## src/rtl/sys_array_feeder_if.sv

```systemverilog
// sys_array_feeder_if: handshake and data bus between a batch source and the systolic array feeder
// Ports: master drives start/weight_in/in_data/in_valid/in_last; slave (the feeder) drives
// in_ready, weights_load, weight_data, input_data, lane_valid, busy and done.
interface sys_array_feeder_if #(
  parameter int DATA_WIDTH = 8,
  parameter int ARRAY_A_W  = 4,
  parameter int ARRAY_W_W  = 4,
  parameter int ARRAY_W_L  = 4
);
  logic                                     start;
  logic [ARRAY_W_W*ARRAY_W_L*DATA_WIDTH-1:0] weight_in;
  logic [ARRAY_A_W*DATA_WIDTH-1:0]           in_data;
  logic                                     in_valid;
  logic                                     in_last;
  logic                                     in_ready;
  logic                                     weights_load;
  logic [ARRAY_W_W*ARRAY_W_L*DATA_WIDTH-1:0] weight_data;
  logic [ARRAY_A_W*DATA_WIDTH-1:0]           input_data;
  logic [ARRAY_A_W-1:0]                     lane_valid;
  logic                                     busy;
  logic                                     done;
  modport master (
    output start, weight_in, in_data, in_valid, in_last,
    input  in_ready, weights_load, weight_data, input_data, lane_valid, busy, done
  );
  modport slave (
    input  start, weight_in, in_data, in_valid, in_last,
    output in_ready, weights_load, weight_data, input_data, lane_valid, busy, done
  );
endinterface

```

## src/rtl/sys_array_feeder.sv

```systemverilog
// sys_array_feeder: latches weights, pulses weights_load, then feeds activations diagonally skewed and drains
// Ports: clk, reset (sync, active-high), bus (sys_array_feeder_if.slave) carrying start/weights,
// the activation valid/ready stream in, and the skewed array feed, busy and done out.
module sys_array_feeder #(
  parameter int DATA_WIDTH  = 8,
  parameter int ARRAY_A_W   = 4,
  parameter int ARRAY_W_W   = 4,
  parameter int ARRAY_W_L   = 4,
  parameter int LOAD_CYCLES = 1
) (
  input logic               clk,
  input logic               reset,
  sys_array_feeder_if.slave bus
);
  localparam int DRAIN_LEN = ARRAY_A_W - 1 + ARRAY_W_L;
  localparam int LW = LOAD_CYCLES > 1 ? $clog2(LOAD_CYCLES) : 1;
  localparam int DW = DRAIN_LEN > 1 ? $clog2(DRAIN_LEN) : 1;
  typedef enum logic [1:0] {IDLE, LOAD_W, STREAM, DRAIN} state_t;
  state_t r_state, w_next;
  logic [LW-1:0] r_load_cnt;
  logic [DW-1:0] r_drain_cnt;
  logic [ARRAY_W_W*ARRAY_W_L*DATA_WIDTH-1:0] r_weight;
  logic w_xfer;
  logic [ARRAY_A_W*DATA_WIDTH-1:0] w_inj;
  assign w_xfer = r_state == STREAM && bus.in_valid;
  assign w_inj = w_xfer ? bus.in_data : '0;
  assign bus.weight_data = r_weight;
  always_comb begin
    w_next = r_state == IDLE   ? (bus.start ? LOAD_W : IDLE) :
             r_state == LOAD_W ? (r_load_cnt == '0 ? STREAM : LOAD_W) :
             r_state == STREAM ? (w_xfer && bus.in_last ? DRAIN : STREAM) :
                                 (r_drain_cnt == '0 ? IDLE : DRAIN);
    bus.in_ready = r_state == STREAM;
    bus.weights_load = r_state == LOAD_W;
    bus.busy = r_state != IDLE;
    bus.done = r_state == DRAIN && r_drain_cnt == '0;
  end
  always_ff @(posedge clk) begin
    if (reset) begin
      r_state <= IDLE;
      r_load_cnt <= '0;
      r_drain_cnt <= '0;
      r_weight <= '0;
    end else begin
      r_state <= w_next;
      // both counters reload while outside their state, so each entry starts from the full count
      r_load_cnt <= r_state == LOAD_W ? r_load_cnt - 1'b1 : LW'(LOAD_CYCLES - 1);
      r_drain_cnt <= r_state == DRAIN ? r_drain_cnt - 1'b1 : DW'(DRAIN_LEN - 1);
      if (r_state == IDLE && bus.start) r_weight <= bus.weight_in;
    end
  end
  // lane k is a (k+1)-deep shift of {valid, data}; it shifts every cycle so bubbles carry zeros
  for (genvar k = 0; k < ARRAY_A_W; k++) begin : g_lane
    logic [DATA_WIDTH:0] r_sr [k+1];
    always_ff @(posedge clk) begin
      if (reset) begin
        for (int j = 0; j <= k; j++) r_sr[j] <= '0;
      end else begin
        r_sr[0] <= {w_xfer, w_inj[k*DATA_WIDTH +: DATA_WIDTH]};
        for (int j = 1; j <= k; j++) r_sr[j] <= r_sr[j-1];
      end
    end
    assign bus.input_data[k*DATA_WIDTH +: DATA_WIDTH] = r_sr[k][DATA_WIDTH-1:0];
    assign bus.lane_valid[k] = r_sr[k][DATA_WIDTH];
  end
endmodule

```

## src/flat_wrapper.sv

```systemverilog
// flat-port wrapper written by rule: the top's interface ports become plain ports
module sys_array_feeder_flat 
#(
  parameter int DATA_WIDTH  = 8,
  parameter int ARRAY_A_W   = 4,
  parameter int ARRAY_W_W   = 4,
  parameter int ARRAY_W_L   = 4,
  parameter int LOAD_CYCLES = 1
)
  (clk, reset, bus_start, bus_weight_in, bus_in_data, bus_in_valid, bus_in_last, bus_in_ready, bus_weights_load, bus_weight_data, bus_input_data, bus_lane_valid, bus_busy, bus_done);
  sys_array_feeder_if #(.DATA_WIDTH(DATA_WIDTH), .ARRAY_A_W(ARRAY_A_W), .ARRAY_W_W(ARRAY_W_W), .ARRAY_W_L(ARRAY_W_L)) bus_i ();
  input logic clk;
  input logic reset;
  input wire logic [$bits(bus_i.start)-1:0] bus_start;
  input wire logic [$bits(bus_i.weight_in)-1:0] bus_weight_in;
  input wire logic [$bits(bus_i.in_data)-1:0] bus_in_data;
  input wire logic [$bits(bus_i.in_valid)-1:0] bus_in_valid;
  input wire logic [$bits(bus_i.in_last)-1:0] bus_in_last;
  output wire logic [$bits(bus_i.in_ready)-1:0] bus_in_ready;
  output wire logic [$bits(bus_i.weights_load)-1:0] bus_weights_load;
  output wire logic [$bits(bus_i.weight_data)-1:0] bus_weight_data;
  output wire logic [$bits(bus_i.input_data)-1:0] bus_input_data;
  output wire logic [$bits(bus_i.lane_valid)-1:0] bus_lane_valid;
  output wire logic [$bits(bus_i.busy)-1:0] bus_busy;
  output wire logic [$bits(bus_i.done)-1:0] bus_done;
  assign bus_i.start = bus_start;
  assign bus_i.weight_in = bus_weight_in;
  assign bus_i.in_data = bus_in_data;
  assign bus_i.in_valid = bus_in_valid;
  assign bus_i.in_last = bus_in_last;
  assign bus_in_ready = bus_i.in_ready;
  assign bus_weights_load = bus_i.weights_load;
  assign bus_weight_data = bus_i.weight_data;
  assign bus_input_data = bus_i.input_data;
  assign bus_lane_valid = bus_i.lane_valid;
  assign bus_busy = bus_i.busy;
  assign bus_done = bus_i.done;
  sys_array_feeder #(.DATA_WIDTH(DATA_WIDTH), .ARRAY_A_W(ARRAY_A_W), .ARRAY_W_W(ARRAY_W_W), .ARRAY_W_L(ARRAY_W_L), .LOAD_CYCLES(LOAD_CYCLES)) u_core (.clk(clk), .reset(reset), .bus(bus_i));
endmodule
```

## config.mk

```make
export PLATFORM = sky130hd
export DESIGN_NAME = sys_array_feeder_flat
export DESIGN_NICKNAME = d
export VERILOG_FILES = /design/src/rtl/sys_array_feeder_if.sv /design/src/rtl/sys_array_feeder.sv /design/src/flat_wrapper.sv
export SDC_FILE = /design/constraint.sdc
export NUM_CORES = 1
export LEC_CHECK = 0
export BUFFER_PORTS_ARGS = -buffer_cell sky130_fd_sc_hd__buf_2
export CAP_MARGIN = 25
export CORE_AREA = 2 2 130 132
export CTS_CLUSTER_DIAMETER = 80
export CTS_CLUSTER_SIZE = 16
export DETAILED_ROUTE_END_ITERATION = 7
export DIE_AREA = 0 0 132 134
export PLACE_DENSITY_LB_ADDON = 0.2
export SLEW_MARGIN = 25
export SYNTH_ARGS = -nofsm -noshare
export SYNTH_HDL_FRONTEND = slang
export SYNTH_SLANG_ARGS = --single-unit
```

## constraint.sdc

```tcl
create_clock -name clk -period 3.2 [get_ports clk]
set_input_delay 0.64 -clock clk [delete_from_list [all_inputs] [get_ports clk]]
set_output_delay 0.64 -clock clk [all_outputs]
set_load 0.1 [all_outputs]
```

After elaboration in Yosys (flattened, before gate mapping)
Memories as Yosys holds them, arrays and structs flattened.
Index checks and enable logic that the tools add are counted.

storage, ports and cells
  register bits = 134
  bits in writable memories = 90
  bits of input ports = 165
  output and inout port bits = 168
  logic and storage cells = 58
  memories = 4

memory list
  name                   depth  bits a word  read ports  clocked after memory_dff  write ports  line                    source
  u_core.g_lane[3].r_sr  4      9            4           0                         4            sys_array_feeder.sv:54  logic [DATA_WIDTH:0] r_sr [k+1];
  u_core.g_lane[2].r_sr  3      9            3           0                         3            sys_array_feeder.sv:54
  u_core.g_lane[1].r_sr  2      9            2           0                         2            sys_array_feeder.sv:54
  u_core.g_lane[0].r_sr  1      9            1           0                         1            sys_array_feeder.sv:54

operators by class
  $add $sub $neg = 2
  equality and inequality tests = 3
  muxes and demuxes = 23
  bitwise operators = 11
  reduce and logical (&&, ||, !) cells = 10

operators with widths
  cell                                              number
  2-to-1 mux 9 bit                                  10
  2-to-1 mux 32 bit                                 1
  2-to-1 mux 2 bit                                  5
  OR 1 bit                                          9
  OR reduction 9 bit                                1
  2-to-1 mux 1 bit                                  6
  == test 2 bit, second input constant              2
  logical AND 1 bit                                 4
  OR reduction 2 bit                                2
  logical NOT 3 bit                                 1
  2-to-1 mux 3 bit                                  1
  subtractor 3 x 1 -> 3 bit, second input constant  1
  == test 2 x 1 -> 1 bit, second input constant     1
  logical NOT 2 bit                                 1
  inverter 1 bit                                    2
  nonzero test 2 bit                                1
  subtractor 1 bit, second input constant           1

Logic depth before layout (Yosys ltp)
  depth in word-level cells = 7
  gate-level depth with buffers = 5
  gate-level depth less buffers = 5

Worst setup path after synthesis
Ideal clock, no wire load.

  path type = flip-flop to output port
  from = register u_core.r_state[0]
  to = output bus_weights_load
  arrival time = 1.955 ns
  required time = 2.560 ns
  slack = 0.605 ns
  stages on the path, launching flop included = 3
  path buffers = 1
  cell sequence = dfxtp_1 buf_2 nor2b_1

on the way
  cells in the longest elaborated chain, start to end = 1

ends and longest elaborated chain
  what                    line                    source
  from (decl)             sys_array_feeder.sv:19  state_t r_state, w_next;
  from (signal assigned)  sys_array_feeder.sv:45  r_state <= w_next;
  == test 2 x 1 -> 1 bit  sys_array_feeder.sv:34  bus.weights_load = r_state == LOAD_W;
  to (decl)               flat_wrapper.sv:20      output wire logic [$bits(bus_i.weights_load)-1:0] bus_weights_load;

Every way passes these cells.

Worst setup path in the final report
  from = register u_core.r_state[0]
  to = output bus_done

on the way
  cells in the longest elaborated chain, start to end = 2

ends and longest elaborated chain
  what               line                    source
  == test 2 bit      sys_array_feeder.sv:36  bus.done = r_state == DRAIN && r_drain_cnt == '0;
  logical AND 1 bit  sys_array_feeder.sv:36
  to (decl)          flat_wrapper.sv:25      output wire logic [$bits(bus_i.done)-1:0] bus_done;

Every way passes these cells.

==> results.cfg <==
[status]
run_status = complete, no violations

[floorplanning]
ios = 333
num_rows = 47
dieWidth_um = 132
dieArea_sq_um = 17690
die_y_um = 134
initial_core_util_pct = 43.94
coreArea_sq_um = 16290

[sta]
tightest_slew_ns = 0.9785
tns_ns = 0
grt_setup_unrepaired = no
clock.fmax_mhz = 403.6
final_max_slew_viol_count = 0
hold_ws_ns = 0.3652
period_share_pct = 77.44
hold_viol_final = 0
max-slew-margin-rel_pct = 34.77
fin_worst_skew_ns = 0.008078
setup_viol = 0
period_needed_ns = 2.478

[critical_path]
reg2reg_depth = 4
crit_arrival_ns = 1.84
setup.reg_to_reg.worst_slack_ns = 0.97
worstSetupStartpointType = flip-flop
path_cells = and4b_1 -> buf_2
timing.rr.end = u_core.bus.weight_data[72]
rr_startpoint = u_core.r_state[0]
cp.required_ns = 2.56
critPathMaxFanout = 15
cp_slowest_cell = dfxtp_1
criticalPathCategory = flip-flop to output port
critPathMaxStageDelay_ns = 0.62
end_kind = output port

[route]
drtIter0Drc = 311
drc = 0
antenna_left = 0
vias = 5897
drt-total-wl_mm = 17.73
viasPerCell = 4.586
firstDrtPassIters = 6
wl_per_cell_um = 13.78

[clock_network]
cts_buffers = 17
ctsLongestPathBuffers = 3
holdBufCountCts = 0
cts_resized = 0
post_cts_buffers = 0
cts_tree = yes
cts.clk_slew.worst_paths_ns = 0.07
clock_latency_ns = 0.47
htree_levels = 1
cts_root_buffer = clkbuf_16
cts_sinks = 218

[global_routing]
first_global_vias = 5286
grt_remaining_overflow = 0
antenna_found_initial = 1
track_usage_pct = 18.69
grt_pass1_wl_mm = 26.99
grt_max_degree = 186

[synthesis]
syn_inst = 782
ys_ff_latch = 218
mappedNetlistArea_sq_um = 7158
yosysTopAreaCell = dfxtp_1
syn_avg_cell_area_sq_um = 9.154
synth_area_leaders = dfxtp_1 61%, nand2_1 13%, a21oi_1 9.1%, nor2b_1 4.6%, and2_1 2.8%
ys_types = 29
synth_warnings = 0
syn_nets = 949
synth_top_area_share_pct = 60.97
yosysSeqAreaShare_pct = 60.97

[placement]
gp_congestion = 0.7810
place_hpwl_mm = 12.09
io_buffers = 332
placed_cell_area_sq_um = 8685

[layout]
final_util_pct = 56.00
fill_cells = 1535
final_common_cell = buf_2
design_area_sq_um = 9121
most-common-layout-cells = 331 x buf_2, 256 x nand2_1, 218 x dfxtp_1
syn2layout_area_growth_pct = 27.43
multi_input_area_sq_um = 2307
drive_gt1_share_pct = 33.80
final_nets = 1233
seq_area_sq_um = 4364

[power_and_ir_drop]
p_leak_uw = 0.004329
ir_drop_mv = 0.4810
power_density_nw_per_um2 = 699.5

[min_path]
hp-class = input pin to flip-flop
min_from = bus_in_data[12]
min_to = u_core.g_lane[1].r_sr[0][4]
holdPathStages = 2

[run]
maxCapViolations = 0
[cell usage after synthesis]
library cell and n:
nand2_1 256, dfxtp_1 218, a21oi_1 130, nor2b_1 53
and2_1 32, buf_4 22, clkbuf_1 21, buf_2 14
buf_6 8, clkbuf_8 5, inv_1 3, a31oi_1 2
ha_1 2, a211oi_1 1, and3b_1 1, and3b_2 1
and4b_1 1, buf_1 1, clkbuf_2 1, nor2b_2 1
nor3_1 1, nor3b_1 1, nor3b_2 1, nor4b_1 1
nor4bb_1 1, o21ai_0 1, or2_2 1, or3b_4 1
xnor2_1 1
[cells by family (layout without fill, tap and decap cells)]
kind of cell | Yosys count | count (layout) | synth area share [%]
buffers and inverters | 75 | 358 | 6.887
xor gates and xnor gates | 1 | 1 | 0.1224
and+or+nand+nor | 352 | 352 | 22.23
other | 0 | 1 | 0
adders and majority gates | 2 | 2 | 0.3495
DFF | 218 | 218 | 60.97
AOI/OAI and AO/OA | 134 | 134 | 9.439
[through the flow]
stage / setup WS, ns / total power, uW / std cells
global route: 0.6171 / 6651 / 1286
floorplan: 0.6053 / 4342 / 782
CTS: 0.7029 / 6462 / 1285
detailed placement: 0.7934 / 4623 / 1267
finish: 0.7220 / 6380 / 1286
global placement: 0.8207 / 4614 / 1267
[cell type report]
class / count / area share (%)
Clock inverter: 1 / 0.09602
Clock buffer: 17 / 4.664
Antenna cell: 1 / 0.02743
Sequential cell: 218 / 47.85
Multi-Input combinational cell: 489 / 25.29
Timing Repair Buffer: 337 / 18.93
Tap cell: 220 / 3.018
Inverter: 3 / 0.1235
[how the worst max path moves through the flow]
stage                                 start                          end  slack [ns]  depth (start not counted)
final                     u_core.r_state[0]                     bus_done        0.72                          2
after global routing      u_core.r_state[0]                     bus_done        0.62                          2
after CTS                 u_core.r_state[0]                     bus_done        0.70                          2
after detailed placement          bus_start  u_core.bus.weight_data[108]        0.79                          5
after floorplan           u_core.r_state[0]             bus_weights_load        0.61                          2
after global placement            bus_start   u_core.bus.weight_data[15]        0.82                          5
[flip-flops by register name, indices dropped and copies added, names as in the netlist]
signal                  flops
u_core.g_lane.r_sr         84
u_core.r_load_cnt           1
u_core.r_drain_cnt          3
u_core.bus.weight_data    128
u_core.r_state              2
[critical path: cells and delay by family (launching register included)]
kind          cells  cell delay (ns)
buf+inv           1             0.45
simple gates      1             0.30
flops             1             0.62
[power by group]
| part | total (uW) | leakage [uW] | internal [uW] | switching [uW] |
|---|---|---|---|---|
| combinational | 1620 | 0.00234 | 280 | 1340 |
| clock | 1830 | 0.000214 | 947 | 881 |
| sequential | 2930 | 0.00178 | 2860 | 73.6 |
[routing by layer]
metal / up-vias / track usage (%) / share of wire, % / wire, um
li1: 3006 / - / - / -
met5: - / 0 / 0 / 0
met4: 0 / 6.944 / 3.5 / 629
met3: 41 / 6.047 / 9.2 / 1624
met2: 266 / 31.39 / 47 / 8333
met1: 2584 / 22.47 / 40 / 7137
(Power assumes the default switching activity.)
